## config.mk

```make
export PLATFORM = sky130hd
export DESIGN_NAME = bytecode_sequencer
export DESIGN_NICKNAME = d
export VERILOG_FILES = /design/src/rtl/bytecode_sequencer.sv
export SDC_FILE = /design/constraint.sdc
export NUM_CORES = 1
export LEC_CHECK = 0
export ABC_AREA = 1
export CAP_MARGIN = 5
export CORE_AREA = 2 2 224 116
export CTS_BUF_LIST = sky130_fd_sc_hd__clkbuf_2
export CTS_CLUSTER_DIAMETER = 150
export DETAILED_ROUTE_END_ITERATION = 8
export DIE_AREA = 0 0 226 118
export PLACE_DENSITY = 0.6
export RECOVER_POWER = 25
export SYNTH_ARGS = -nofsm -noshare
export SYNTH_HDL_FRONTEND = slang
export SYNTH_SLANG_ARGS = --single-unit
```

## constraint.sdc

```tcl
create_clock -name clk -period 3.6 [get_ports clk]
set_clock_uncertainty 0.1 [all_clocks]
set_input_delay 0.72 -clock clk [delete_from_list [all_inputs] [get_ports clk]]
set_output_delay 0.72 -clock clk [all_outputs]
set_load 0.1 [all_outputs]
```

## src/rtl/bytecode_sequencer.sv

```systemverilog
// Fetch/decode/pop/execute sequencer for a byte-coded stack machine.
// Optional stack-underflow trap: define BALI_UNDERFLOW_CHECK_EN.
module bytecode_sequencer #(
   parameter int unsigned PC_WIDTH = 16
) (
   input  logic                clk,
   input  logic                rst_n,
   input  logic                start,
   output logic                instr_done,
   output logic                fault,
   output logic [PC_WIDTH-1:0] mem_addr,
   output logic                mem_req,
   input  logic                mem_rdy,
   input  logic [7:0]          mem_data,
   output logic [7:0]          dec_opcode,
   input  logic                dec_isaluop,
   input  logic                dec_isgoto,
   input  logic                dec_isargpush,
   input  logic                dec_isconstpush,
   input  logic [31:0]         dec_constval,
   input  logic [1:0]          dec_argc,
   input  logic [1:0]          dec_stackargs,
   input  logic                dec_stackwb,
   output logic                stk_pop,
   input  logic [31:0]         stk_rdata,
   input  logic                stk_empty,
   output logic                stk_push,
   output logic [31:0]         stk_wdata,
   output logic [31:0]         alu_a,
   output logic [31:0]         alu_b,
   input  logic [31:0]         alu_result
);

   typedef enum logic [2:0] {
      S_IDLE, S_FETCH, S_DECODE, S_ARGS, S_POP, S_EXEC
`ifdef BALI_UNDERFLOW_CHECK_EN
      , S_FAULT
`endif
   } state_t;

   state_t              state_q, state_d;
   logic [PC_WIDTH-1:0] pc_q, pc_d, ipc_q, ipc_d;
   logic [7:0]          opcode_q, opcode_d;
   logic [15:0]         argbuf_q, argbuf_d;
   logic [1:0]          argc_q, argc_d, argcnt_q, argcnt_d;
   logic [1:0]          nargs_q, nargs_d, popcnt_q, popcnt_d;
   logic                isalu_q, isalu_d, isgoto_q, isgoto_d;
   logic                isarg_q, isarg_d, isconst_q, isconst_d, wb_q, wb_d;
   logic [31:0]         alu_a_q, alu_a_d, alu_b_q, alu_b_d;
   logic                underflow;

`ifdef BALI_UNDERFLOW_CHECK_EN
   logic fault_q, fault_d;
   assign underflow = stk_empty;
   assign fault     = fault_q;
`else
   logic unused_stk_empty;
   assign unused_stk_empty = stk_empty;
   assign underflow        = 1'b0;
   assign fault            = 1'b0;
`endif

   assign mem_addr   = pc_q;
   assign dec_opcode = opcode_q;
   assign alu_a      = alu_a_q;
   assign alu_b      = alu_b_q;

   always_comb begin
      state_d    = state_q;
      pc_d       = pc_q;
      ipc_d      = ipc_q;
      opcode_d   = opcode_q;
      argbuf_d   = argbuf_q;
      argc_d     = argc_q;
      argcnt_d   = argcnt_q;
      nargs_d    = nargs_q;
      popcnt_d   = popcnt_q;
      isalu_d    = isalu_q;
      isgoto_d   = isgoto_q;
      isarg_d    = isarg_q;
      isconst_d  = isconst_q;
      wb_d       = wb_q;
      alu_a_d    = alu_a_q;
      alu_b_d    = alu_b_q;
`ifdef BALI_UNDERFLOW_CHECK_EN
      fault_d    = fault_q;
`endif
      mem_req    = 1'b0;
      stk_pop    = 1'b0;
      stk_push   = 1'b0;
      stk_wdata  = '0;
      instr_done = 1'b0;
      unique case (state_q)
         S_IDLE: begin
            if (start) begin
               pc_d    = '0;
               state_d = S_FETCH;
            end
         end
         S_FETCH: begin
            mem_req = 1'b1;
            if (mem_rdy) begin
               opcode_d = mem_data;
               ipc_d    = pc_q;
               pc_d     = pc_q + PC_WIDTH'(1);
               state_d  = S_DECODE;
            end
         end
         S_DECODE: begin
            argc_d    = dec_argc;
            argcnt_d  = dec_argc;
            nargs_d   = dec_stackargs;
            popcnt_d  = '0;
            argbuf_d  = '0;
            isalu_d   = dec_isaluop;
            isgoto_d  = dec_isgoto;
            isarg_d   = dec_isargpush;
            isconst_d = dec_isconstpush;
            wb_d      = dec_stackwb;
            if (dec_argc != 2'd0)           state_d = S_ARGS;
            else if (dec_stackargs != 2'd0) state_d = S_POP;
            else                            state_d = S_EXEC;
         end
         S_ARGS: begin
            mem_req = 1'b1;
            if (mem_rdy) begin
               argbuf_d = {argbuf_q[7:0], mem_data};
               pc_d     = pc_q + PC_WIDTH'(1);
               argcnt_d = argcnt_q - 2'd1;
               if (argcnt_q == 2'd1) state_d = (nargs_q != 2'd0) ? S_POP : S_EXEC;
            end
         end
         S_POP: begin
            if (underflow) begin
`ifdef BALI_UNDERFLOW_CHECK_EN
               state_d = S_FAULT;
               fault_d = 1'b1;
`endif
            end else begin
               // Second pop shifts the earlier top-of-stack into alu_a.
               stk_pop  = 1'b1;
               alu_b_d  = stk_rdata;
               if (popcnt_q != 2'd0) alu_a_d = alu_b_q;
               popcnt_d = popcnt_q + 2'd1;
               if (popcnt_q + 2'd1 == nargs_q) state_d = S_EXEC;
            end
         end
         S_EXEC: begin
            instr_done = 1'b1;
            state_d    = S_FETCH;
            if (wb_q) begin
               stk_push = 1'b1;
               if (isalu_q)        stk_wdata = alu_result;
               else if (isconst_q) stk_wdata = dec_constval;
               else if (isarg_q)   stk_wdata = (argc_q == 2'd1) ? 32'($signed(argbuf_q[7:0]))
                                                                : 32'($signed(argbuf_q));
            end
            if (isgoto_q) pc_d = ipc_q + PC_WIDTH'($signed(argbuf_q));
         end
`ifdef BALI_UNDERFLOW_CHECK_EN
         S_FAULT: state_d = S_FAULT;
`endif
         default: state_d = S_IDLE;
      endcase
   end

   always_ff @(posedge clk or negedge rst_n) begin
      if (!rst_n) begin
         state_q   <= S_IDLE;
         pc_q      <= '0;
         ipc_q     <= '0;
         opcode_q  <= '0;
         argbuf_q  <= '0;
         argc_q    <= '0;
         argcnt_q  <= '0;
         nargs_q   <= '0;
         popcnt_q  <= '0;
         isalu_q   <= 1'b0;
         isgoto_q  <= 1'b0;
         isarg_q   <= 1'b0;
         isconst_q <= 1'b0;
         wb_q      <= 1'b0;
         alu_a_q   <= '0;
         alu_b_q   <= '0;
`ifdef BALI_UNDERFLOW_CHECK_EN
         fault_q   <= 1'b0;
`endif
      end else begin
         state_q   <= state_d;
         pc_q      <= pc_d;
         ipc_q     <= ipc_d;
         opcode_q  <= opcode_d;
         argbuf_q  <= argbuf_d;
         argc_q    <= argc_d;
         argcnt_q  <= argcnt_d;
         nargs_q   <= nargs_d;
         popcnt_q  <= popcnt_d;
         isalu_q   <= isalu_d;
         isgoto_q  <= isgoto_d;
         isarg_q   <= isarg_d;
         isconst_q <= isconst_d;
         wb_q      <= wb_d;
         alu_a_q   <= alu_a_d;
         alu_b_q   <= alu_b_d;
`ifdef BALI_UNDERFLOW_CHECK_EN
         fault_q   <= fault_d;
`endif
      end
   end

endmodule

```

======== Word-level counts from Yosys, hierarchy flattened ========
Cells that the tools add are included.
word-level totals
  register bits after elaboration ......... 136
  latch bits .............................. 0
  RAM bits ................................ 0
  memory bits (read-only) ................. 0
  input port bits ......................... 118
  output and inout port bits .............. 125
  memories kept ........................... 0
cells by class
  add/sub/neg operators ................... 4
  multipliers ............................. 0
  divide/modulo/power cells ............... 0
  $lt $le $gt $ge ......................... 0
  equality and inequality tests ........... 15
  shifts and indexed selects .............. 0
  mux-type cells .......................... 29
  bitwise operators ....................... 0
  reductions and logical operators ........ 14
operator list
  operator               number
  $mux 32                6
  $mux 16                4
  $pmux 16 s3            1
  $pmux 16 s2            1
  $mux 3                 6
  $pmux 3 s6             1
  $add 16x1->16 const B  1
  $add 16x16->16         1
  $ne 2x2->1 const B     6
  $reduce_bool 2->1      6
  $pmux 2 s2             2
  $mux 1                 7
  $eq 3x2->1 const B     2
  $eq 3x3->1 const B     2
  $reduce_and 2->1       3
  $reduce_and 5->1       1
  $eq 2x1->1 const B     2
  $reduce_and 4->1       1
  $eq 3x1->1 const B     1
  $logic_not 3->1        1
  $reduce_bool 3->1      1
  $add 2x1->2 const B    1
  $eq 2x2->1             1
  $mux 2                 1
  other kinds (3)        3

======== Depth between registers and ports, before layout ========
Gate-level depths: netlist of run 1.
  word-level depth ........................ 7
  depth in mapped cells ................... 12

======== Worst setup path after synthesis of run 1 ========
Ideal clock, no wire load.
  path type ............................... reg-to-output
  from .................................... register state_q[1]
  to ...................................... output port stk_wdata[22]
  data arrival time ....................... 3.623 ns
  slack ................................... -0.843 ns
  cell stages (with the launch flop) ...... 9
  path buffers ............................ 1
  cells stage by stage .................... dfrtp_1 -> inv_1 -> nand3_2 -> inv_2 -> nand2_1 -> inv_1 -> clkbuf_1 -> o21ai_0 -> a21oi_1
on the way
  longest elaborated chain between the ends .. 2
RTL lines
  element                 line  source
  from (decl)             41    state_t state_q, state_d;
  from (signal assigned)  189   state_q <= state_d;
  $eq 3x3->1              93    unique case (state_q)
  $mux 32                 93
  to (decl)               28    output logic [31:0] stk_wdata,
Every way passes these cells.

======== Final worst setup path of run 1 ========
  from .................................... register argc_q[0]
  to ...................................... output port stk_wdata[31]
on the way
  longest elaborated chain between the ends .. 7
RTL lines
  element                 line  source
  from (decl)             45    logic [1:0] argc_q, argc_d, argcnt_q, argcnt_d;
  from (signal assigned)  194   argc_q <= argc_d;
  $eq 2x1->1              155   else if (isarg_q) stk_wdata = (argc_q == 2'd1) ? 32'($signed(argbuf_q[7:0]))
  $mux 32 (2 in a row)    155
  $mux 32                 154   else if (isconst_q) stk_wdata = dec_constval;
  $mux 32                 153   if (isalu_q) stk_wdata = alu_result;
  $mux 32                 151   if (wb_q) begin
  $mux 32                 93
Every way passes these cells.

==> results of run 1 <==
-- area by class of cell --
type | count | area share, %
Timing Repair Buffer | 252 | 25.9
Inverter | 128 | 4.55
Clock inverter | 15 | 1.27
Clock buffer | 17 | 0.802
Sequential cell | 136 | 32.1
Tap cell | 344 | 4.06
Multi-Input combinational cell | 636 | 31.3
-- sequential cells by signal, summed over array words and instances, names as in the netlist --
| name | cells |
|---|---|
| alu_a | 32 |
| alu_b | 32 |
| argbuf_q | 16 |
| argc_q | 2 |
| argcnt_q | 2 |
| dec_opcode | 8 |
| ipc_q | 16 |
| isalu_q | 1 |
| isarg_q | 1 |
| isconst_q | 1 |
| isgoto_q | 1 |
| mem_addr | 16 |
| nargs_q | 2 |
| popcnt_q | 2 |
| state_q | 3 |
| wb_q | 1 |
-- what timing repair did --
item	in CTS	in global routing
gates cloned	2	0
hold buffers	1	0
buffers inserted	2	1
resized for setup	11	11
setup endpoints to repair	22	32
hold endpoints to repair	78	0
pin swaps	3	2
-- stage by stage --
stage / instance area [um2] / hold slack [ps]
floorplan: 7310 / 324
global placement: 10300 / 366
detailed placement: 10300 / 373
CTS: 10600 / 286
global route: 10600 / 272
finish: 10600 / 381
-- routing by layer --
metal,up-vias,part of all wire [%],GRT usage (%)
met3,15,8.1,5.47
met1,3403,50,31.3
met4,0,1.4,4.80
met5,-,0,0
met2,263,40,27.0
li1,3550,-,-
-- layout by cell type, fill, tap and decap left out, types with 3 or more instances in the layout --
cell,count
a21oi_1,52
a21oi_2,21
buf_12,34
buf_4,43
clkbuf_2,18
clkdlybuf4s50_1,171
clkinv_1,5
clkinv_2,3
dfrtp_1,134
ha_1,18
inv_1,119
inv_2,8
mux2_2,3
nand2_1,227
nand3_1,34
nand3b_1,5
nand4_1,5
nor2_1,35
nor2_4,4
nor3_1,6
o21ai_0,160
o21ai_1,12
o22ai_1,19
or2_2,3
xor2_1,3
-- critical path: stages (launching register included) --
cell,delay (ps)
dfrtp_1,400
inv_1,100
nor2_4,80
buf_4,140
o21ai_2,200
a21o_1,190
buf_4,130
o21ai_0,110
a21oi_2,270
buf_12,210
-- cells by family after synthesis --
logic type | share of synthesized area (%)
AND/OR/NAND/NOR | 19.2
AO/OA/AOI/OAI | 20.3
buffers and inverters | 9.15
flip-flops | 46.8
adder cells (fa/ha/maj) | 3.37
XOR/XNOR | 0.602
multiplexers | 0.602
other | 0.0515
-- how the worst min path moves through the flow --
stage	start	endpoint	slack, ps	cells after the start
floorplan	rst_n	alu_a[0]$_DFFE_PN0P_	320	0
global placement	alu_a[11]$_DFFE_PN0P_	alu_a[11]$_DFFE_PN0P_	370	2
detailed placement	alu_a[14]$_DFFE_PN0P_	alu_a[14]$_DFFE_PN0P_	370	2
CTS	dec_stackwb	wb_q$_DFFE_PN0P_	290	3
global route	dec_stackwb	wb_q$_DFFE_PN0P_	270	3
finish	dec_stackwb	wb_q$_DFFE_PN0P_	380	3
==> impl_metrics.json, run 1 <==
{
  "dieArea_um2": 26700,
  "cp.arrival_ps": 2600,
  "synth-seq-cells": 136,
  "synth.top_cell.area_share_pct": 46.8,
  "critical_path_class": "reg -> out",
  "finalWeightedCongestion": 0.867,
  "yosysMostFrequentCell": "nand2_1",
  "netlist_area_um2": 7280,
  "synth-warning-count": 0,
  "drcViolationCount": 0,
  "ys_types": 45,
  "htree_levels": 4,
  "synth-main-ff-cell": "dfrtp_1",
  "fin_nets": 1308,
  "multi_input_area_um2": 3320,
  "io_buffers": 240,
  "tightest_slew_ps": 2070,
  "status": "finished with violations",
  "ys_top_cells_by_area": "dfrtp_1 (47%), nand2_1 (12%), o21ai_0 (11%), inv_1 (6.2%), a21oi_1 (5.0%)",
  "seq_area_frac_synth_pct": 46.8,
  "dr.pass1.iters": 5,
  "cp-endpoint": "stk_wdata[31]",
  "final_cells": 1528,
  "fill_cells": 2559,
  "root_buffer": "clkbuf_2",
  "fin_util_pct": 43.0,
  "numCtsBuffers": 17,
  "finalHoldViolations": 0,
  "drive_gt1_share_pct": 13.8,
  "hpwl_um": 20400,
  "r2r_end": "mem_addr[6]$_DFFE_PN0P_",
  "io_pins": 243,
  "dp.cells": 1490,
  "grt_pass1_vias": 6601,
  "drt_iter0_markers": 664,
  "startpoint": "argc_q[0]$_DFFE_PN0P_",
  "fin_crit_ps": 3420,
  "clock_latency_ps": 750,
  "row_count": 41,
  "wl_per_cell_um": 17.6,
  "crit_path_end_kind": "primary output",
  "clkTransAtPathRegs_ps": 210,
  "tns_ps": 0,
  "setup_violations": 0,
  "drv_cap": 1,
  "antenna_found_initial": 0,
  "crit-reg2reg-launch": "argbuf_q[0]$_DFFE_PN0P_",
  "rrSetupSlack_ps": 1120,
  "r2r_cells": 8,
  "num_vias": 7231,
  "clk_path_buf_depth": 2,
  "synthCells": 940,
  "rsz0062_at_grt": "no",
  "cts_sinks": 136,
  "crit_required_ps": 2780,
  "grt_max_degree": 80,
  "max-slew-margin-rel_pct": -37.8,
  "synth_nets": 1077,
  "finalMaxSlewViolations": 80,
  "viasPerCell": 4.73,
  "antenna_cells": 0,
  "post-place-ws_ps": 601,
  "synth_edf_count": 0,
  "synth_area_leader_cell": "dfrtp_1",
  "start_kind": "flip-flop",
  "die_h_um": 118,
  "grt_util_all_layers_pct": 20.1,
  "cts_tree": "yes",
  "start_util_pct": 29.5,
  "grt_pass1_wl_um": 40200,
  "failed_checks": "max-capacitance violations, max-slew violations",
  "seqCellArea_um2": 3410,
  "die_x_um": 226,
  "synthTopCellsByCount": "nand2_1 (228), o21ai_0 (161), dfrtp_1 (136)",
  "cp_max_fo": 7,
  "wl_um": 26900,
  "area_growth_pct": 45.8,
  "worst_slack_ps": 183,
  "max_freq_mhz": 293,
  "synth.avg_cell_area_um2": 7.74,
  "ys_async_sr_fraction_pct": 100,
  "overflow": 0,
  "coreArea_um2": 24700,
  "fin_crit_sh_pct": 94.9,
  "ant_nets": 0,
  "hold_class": "in -> reg"
}
Power of run 1 is left out: the tool's default activity adds up to more than one toggle a clock period on the data nets, which glitch-free logic cannot reach.
==> run 2: changes to the inputs <==
- CORE_AREA: 2 2 224 116 -> 2 2 172 90
- DIE_AREA: 0 0 226 118 -> 0 0 174 92
- PLACE_DENSITY: 0.6 -> 0.91
==> impl_metrics.json, run 2 (synthesis results as in run 1) <==
{
  "max_freq_mhz": 298,
  "drv_cap": 0,
  "hpwl_um": 17400,
  "r2r_end": "mem_addr[6]$_DFFE_PN0P_",
  "grt_use_met2_pct": 40.6,
  "num_vias": 7297,
  "use_met3_pct": 10.1,
  "crit_path_end_kind": "primary output",
  "fin_crit_ps": 3350,
  "dieArea_um2": 16000,
  "fin_nets": 1303,
  "finalHoldViolations": 0,
  "viasPerCell": 5.28,
  "status": "finished, final reports clean",
  "max-slew-margin-rel_pct": 10.2,
  "tightest_slew_ps": 1350,
  "r2r_cells": 8,
  "wl_per_cell_um": 16.5,
  "cp-endpoint": "stk_wdata[4]",
  "startpoint": "state_q[1]$_DFFE_PN0P_",
  "antenna_found_initial": 1,
  "cp.arrival_ps": 2530,
  "final_cells": 1383,
  "root_buffer": "clkbuf_2",
  "final_common_cell": "nand2_1",
  "overflow": 0,
  "io_pins": 243,
  "row_count": 32,
  "finalWeightedCongestion": 0.929,
  "cp_max_fo": 33,
  "coreArea_um2": 14700,
  "rrSetupSlack_ps": 1040,
  "cts_tree": "yes",
  "final_cell_mix": "nand2_1 (228), clkdlybuf4s50_1 (180), o21ai_0 (161)",
  "crit-reg2reg-launch": "argbuf_q[0]$_DFFE_PN0P_",
  "dp.cells": 1349,
  "cts_sinks": 136,
  "dr.pass1.iters": 5,
  "ant_nets": 0,
  "grt_pass1_vias": 6747,
  "die_h_um": 92,
  "drcViolationCount": 0,
  "cpMaxStageDelayCell": "dfrtp_1",
  "grt_util_all_layers_pct": 28.6,
  "critPathMaxStageDelay_ps": 450,
  "io_buffers": 240,
  "crit_required_ps": 2780,
  "worstPathCellList": "inv_1 -> nand3_4 -> inv_2 -> nand2_1 -> inv_1 -> buf_6 -> o21ai_0 -> a21oi_1 -> buf_12",
  "tns_ps": 0,
  "wl_um": 22800,
  "crit_top_cell": "inv_1",
  "drive_gt1_share_pct": 12.3,
  "start_kind": "flip-flop",
  "grt_max_degree": 65,
  "hold_class": "reg -> reg",
  "area_growth_pct": 43.1,
  "rsz0062_at_grt": "no",
  "die_x_um": 174,
  "clk_path_buf_depth": 2,
  "busiest_layer": "met1",
  "drt_iter0_markers": 682,
  "htree_levels": 4,
  "fin_crit_sh_pct": 93.1,
  "fin_util_pct": 70.7,
  "antenna_cells": 0,
  "setup_violations": 0,
  "clock_latency_ps": 670,
  "numCtsBuffers": 17,
  "start_util_pct": 49.4,
  "critical_path_class": "reg -> out",
  "finalMaxSlewViolations": 0,
  "clkTransAtPathRegs_ps": 210,
  "grt_pass1_wl_um": 36000,
  "met1_usage_pct": 41.9
}
## run 2: changes by cell type in the layout (fill, tap and decap cells not counted), sizes merged
cell,previous run,this run
a21o,3,1
buf,78,66
clkinv,10,4
clkdlybuf4s50,171,180
inv,129,134
clkbuf,19,20
## run 2: layout make-up
| class | instances | area, um2 |
|---|---|---|
| inverter | 128 | 483 |
| tap | 204 | 255 |
| timing repair buffer | 249 | 2750 |
| clock inverter | 14 | 164 |
| multi-input combinational | 634 | 3270 |
| sequential | 136 | 3410 |
| clock buffer | 18 | 90.1 |
| fill | 1175 | 4320 |
## run 2: how the worst min path moves through the flow
stage,from,cells past startpoint,to
after global routing,dec_stackwb,3,wb_q$_DFFE_PN0P_
after detailed placement,alu_a[11]$_DFFE_PN0P_,2,alu_a[11]$_DFFE_PN0P_
after floorplan,rst_n,0,alu_a[0]$_DFFE_PN0P_
after CTS,rst_n,2,alu_a[27]$_DFFE_PN0P_
final,alu_a[11]$_DFFE_PN0P_,2,alu_a[11]$_DFFE_PN0P_
after global placement,wb_q$_DFFE_PN0P_,2,wb_q$_DFFE_PN0P_
## run 2: per-layer routing
layer / vias up / share of wire (%)
met5: - / 0.031
met4: 2 / 1.2
met3: 24 / 11
met2: 332 / 42
met1: 3408 / 46
li1: 3531 / -
## run 2: per-stage QoR
stage          area [um2]  hold slack [ps]  worst slack [ps]
6_report            10400              412               249
5_1_grt             10400              385              7.65
4_1_cts             10400              405              59.6
3_5_place_dp        10100              372               694
3_3_place_gp        10100              364               734
2_1_floorplan        7310              324              78.3
## run 2: worst max-delay path, delay by kind of cell, from the launching register on
family	cells	cell delay [ps]
buffers and inverters	5	820
DFF	1	450
AOI/OAI and AO/OA	2	410
and+or+nand+nor	2	220
## run 2: timing repair
action                                  4_1_cts  5_1_grt
pin swaps                                     0        1
hold buffers                                  1        0
hold endpoints to repair                     53        0
buffers inserted                              0        1
endpoints found under the setup margin        2       32
gates resized for setup                       1       10
Power of run 2 is left out for the same reason.
==> run 3: changes to the inputs <==
- PLACE_DENSITY: 0.91 -> 0.95
==> impl_metrics.json, run 3 (synthesis results as in run 1) <==
{
  "cp_max_fo": 9,
  "wl_um": 23400,
  "grt_util_all_layers_pct": 29.0,
  "rsz0062_at_grt": "no",
  "multi_input_area_um2": 3300,
  "crit_family": "compound AO/OA/AOI/OAI gates",
  "final_cell_mix": "nand2_1 (228), clkdlybuf4s50_1 (183), o21ai_0 (160)",
  "crit-reg2reg-launch": "argbuf_q[0]$_DFFE_PN0P_",
  "io_pins": 243,
  "hold_depth": 2,
  "hold_class": "reg -> reg",
  "path_buf_inv": 1,
  "fin_nets": 1305,
  "start_kind": "flip-flop",
  "grt_max_degree": 69,
  "numCtsBuffers": 17,
  "cts_tree": "yes",
  "cpMaxStageDelayCell": "dfrtp_1",
  "postCtsSetupBuffers": 0,
  "max-slew-margin-rel_pct": -20.3,
  "num_vias": 7358,
  "crit_required_ps": 2780,
  "fin_crit_sh_pct": 95.6,
  "min_to": "alu_a[19]$_DFFE_PN0P_",
  "critPathMaxStageDelay_ps": 460,
  "area_growth_pct": 43.2,
  "failed_checks": "max-capacitance violations, max-slew violations",
  "finalWeightedCongestion": 1.01,
  "coreArea_um2": 14700,
  "tns_ps": 0,
  "overflow": 0,
  "drcViolationCount": 0,
  "antenna_found_initial": 1,
  "drive_gt1_share_pct": 12.4,
  "critical_path_class": "reg -> out",
  "seqCellArea_um2": 3410,
  "grt_pass1_vias": 6812,
  "clock_latency_ps": 660,
  "drt_iter0_markers": 604,
  "finalHoldViolations": 0,
  "io_buffers": 240,
  "fill_cells": 1183,
  "final_common_cell": "nand2_1",
  "root_buffer": "clkbuf_2",
  "row_count": 32,
  "clkTransAtPathRegs_ps": 240,
  "rrSetupSlack_ps": 1180,
  "status": "finished with violations",
  "antenna_cells": 0,
  "worstPathCellList": "nor2_4 -> nand2_1 -> o21ai_2 -> a21o_1 -> o21ai_0 -> a21oi_2 -> buf_12",
  "die_h_um": 92,
  "htree_levels": 4,
  "max_freq_mhz": 291,
  "wl_per_cell_um": 16.9,
  "r2r_cells": 8,
  "clk_path_buf_depth": 2,
  "dieArea_um2": 16000,
  "dr.pass1.iters": 6,
  "start_util_pct": 49.4,
  "r2r_end": "mem_addr[6]$_DFFE_PN0P_",
  "drv_cap": 1,
  "cts_sinks": 136,
  "tightest_slew_ps": 1800,
  "viasPerCell": 5.31,
  "finalMaxSlewViolations": 33,
  "hpwl_um": 17800,
  "fin_crit_ps": 3440,
  "hp-start": "alu_a[19]$_DFFE_PN0P_",
  "die_x_um": 174,
  "grt_pass1_wl_um": 36200,
  "ant_nets": 0,
  "crit_path_end_kind": "primary output",
  "setup_violations": 0,
  "cp.arrival_ps": 2620
}
## run 3: cell count changes in the layout (fill, tap and decap cells not counted), moves of 3 or more
cell,delta
a21oi_1,-4
a21oi_2,+4
buf_4,-3
clkdlybuf4s50_1,+3
clkinv_4,+4
## run 3: stage by stage
step / std cells / hold slack, ps / setup slack [ps] / utilization (%) / area, um2
6_report: 1385 / 416 / 160 / 70.7 / 10400
4_1_cts: 1383 / 346 / 46.6 / 70.4 / 10400
3_5_place_dp: 1350 / 372 / 751 / 68.8 / 10100
2_1_floorplan: 940 / 324 / 78.3 / - / 7310
5_1_grt: 1385 / 413 / 3.78 / 70.7 / 10400
3_3_place_gp: 1350 / 365 / 816 / 68.8 / 10100
## run 3: worst max path at each step
stage / start / end / slack [ps] / depth (start not counted)
2_1_floorplan: state_q[1]$_DFFE_PN0P_ / stk_wdata[10] / 80 / 8
3_3_place_gp: argc_q[1]$_DFFE_PN0P_ / stk_wdata[31] / 820 / 7
3_5_place_dp: isconst_q$_DFFE_PN0P_ / stk_wdata[1] / 750 / 4
4_1_cts: state_q[1]$_DFFE_PN0P_ / stk_wdata[21] / 50 / 9
5_1_grt: state_q[1]$_DFFE_PN0P_ / stk_wdata[14] / 4 / 9
6_report: argc_q[1]$_DFFE_PN0P_ / stk_wdata[26] / 160 / 7
## run 3: worst min-delay path, stage by stage (launching register included)
cell and delay [ps]:
dfrtp_1 400, nand2_1 50, o21ai_0 60
## run 3: layer usage
metal  vias to the layer above  track usage [%]  share of wire (%)
met5                         -                0                  0
met4                         0             4.69               0.78
met3                        16             9.99                 11
met2                       363             42.6                 43
met1                      3449             42.1                 44
li1                       3530                -                  -
## run 3: layout make-up
type,count,share of cell area [%]
clock buffers,17,0.816
multi-input cells,636,31.7
clock inverters,15,1.28
flip-flops and latches,136,32.7
repair buffers,249,26.4
inverters,128,4.63
well taps,204,2.45
## run 3: what timing repair did
item                                    4_1_cts  5_1_grt
cloned                                        0        2
endpoints found under the setup margin       12       32
hold endpoints to repair                     30        0
gates resized for setup                       4       13
hold buffers                                  1        0
Power of run 3 is left out for the same reason.
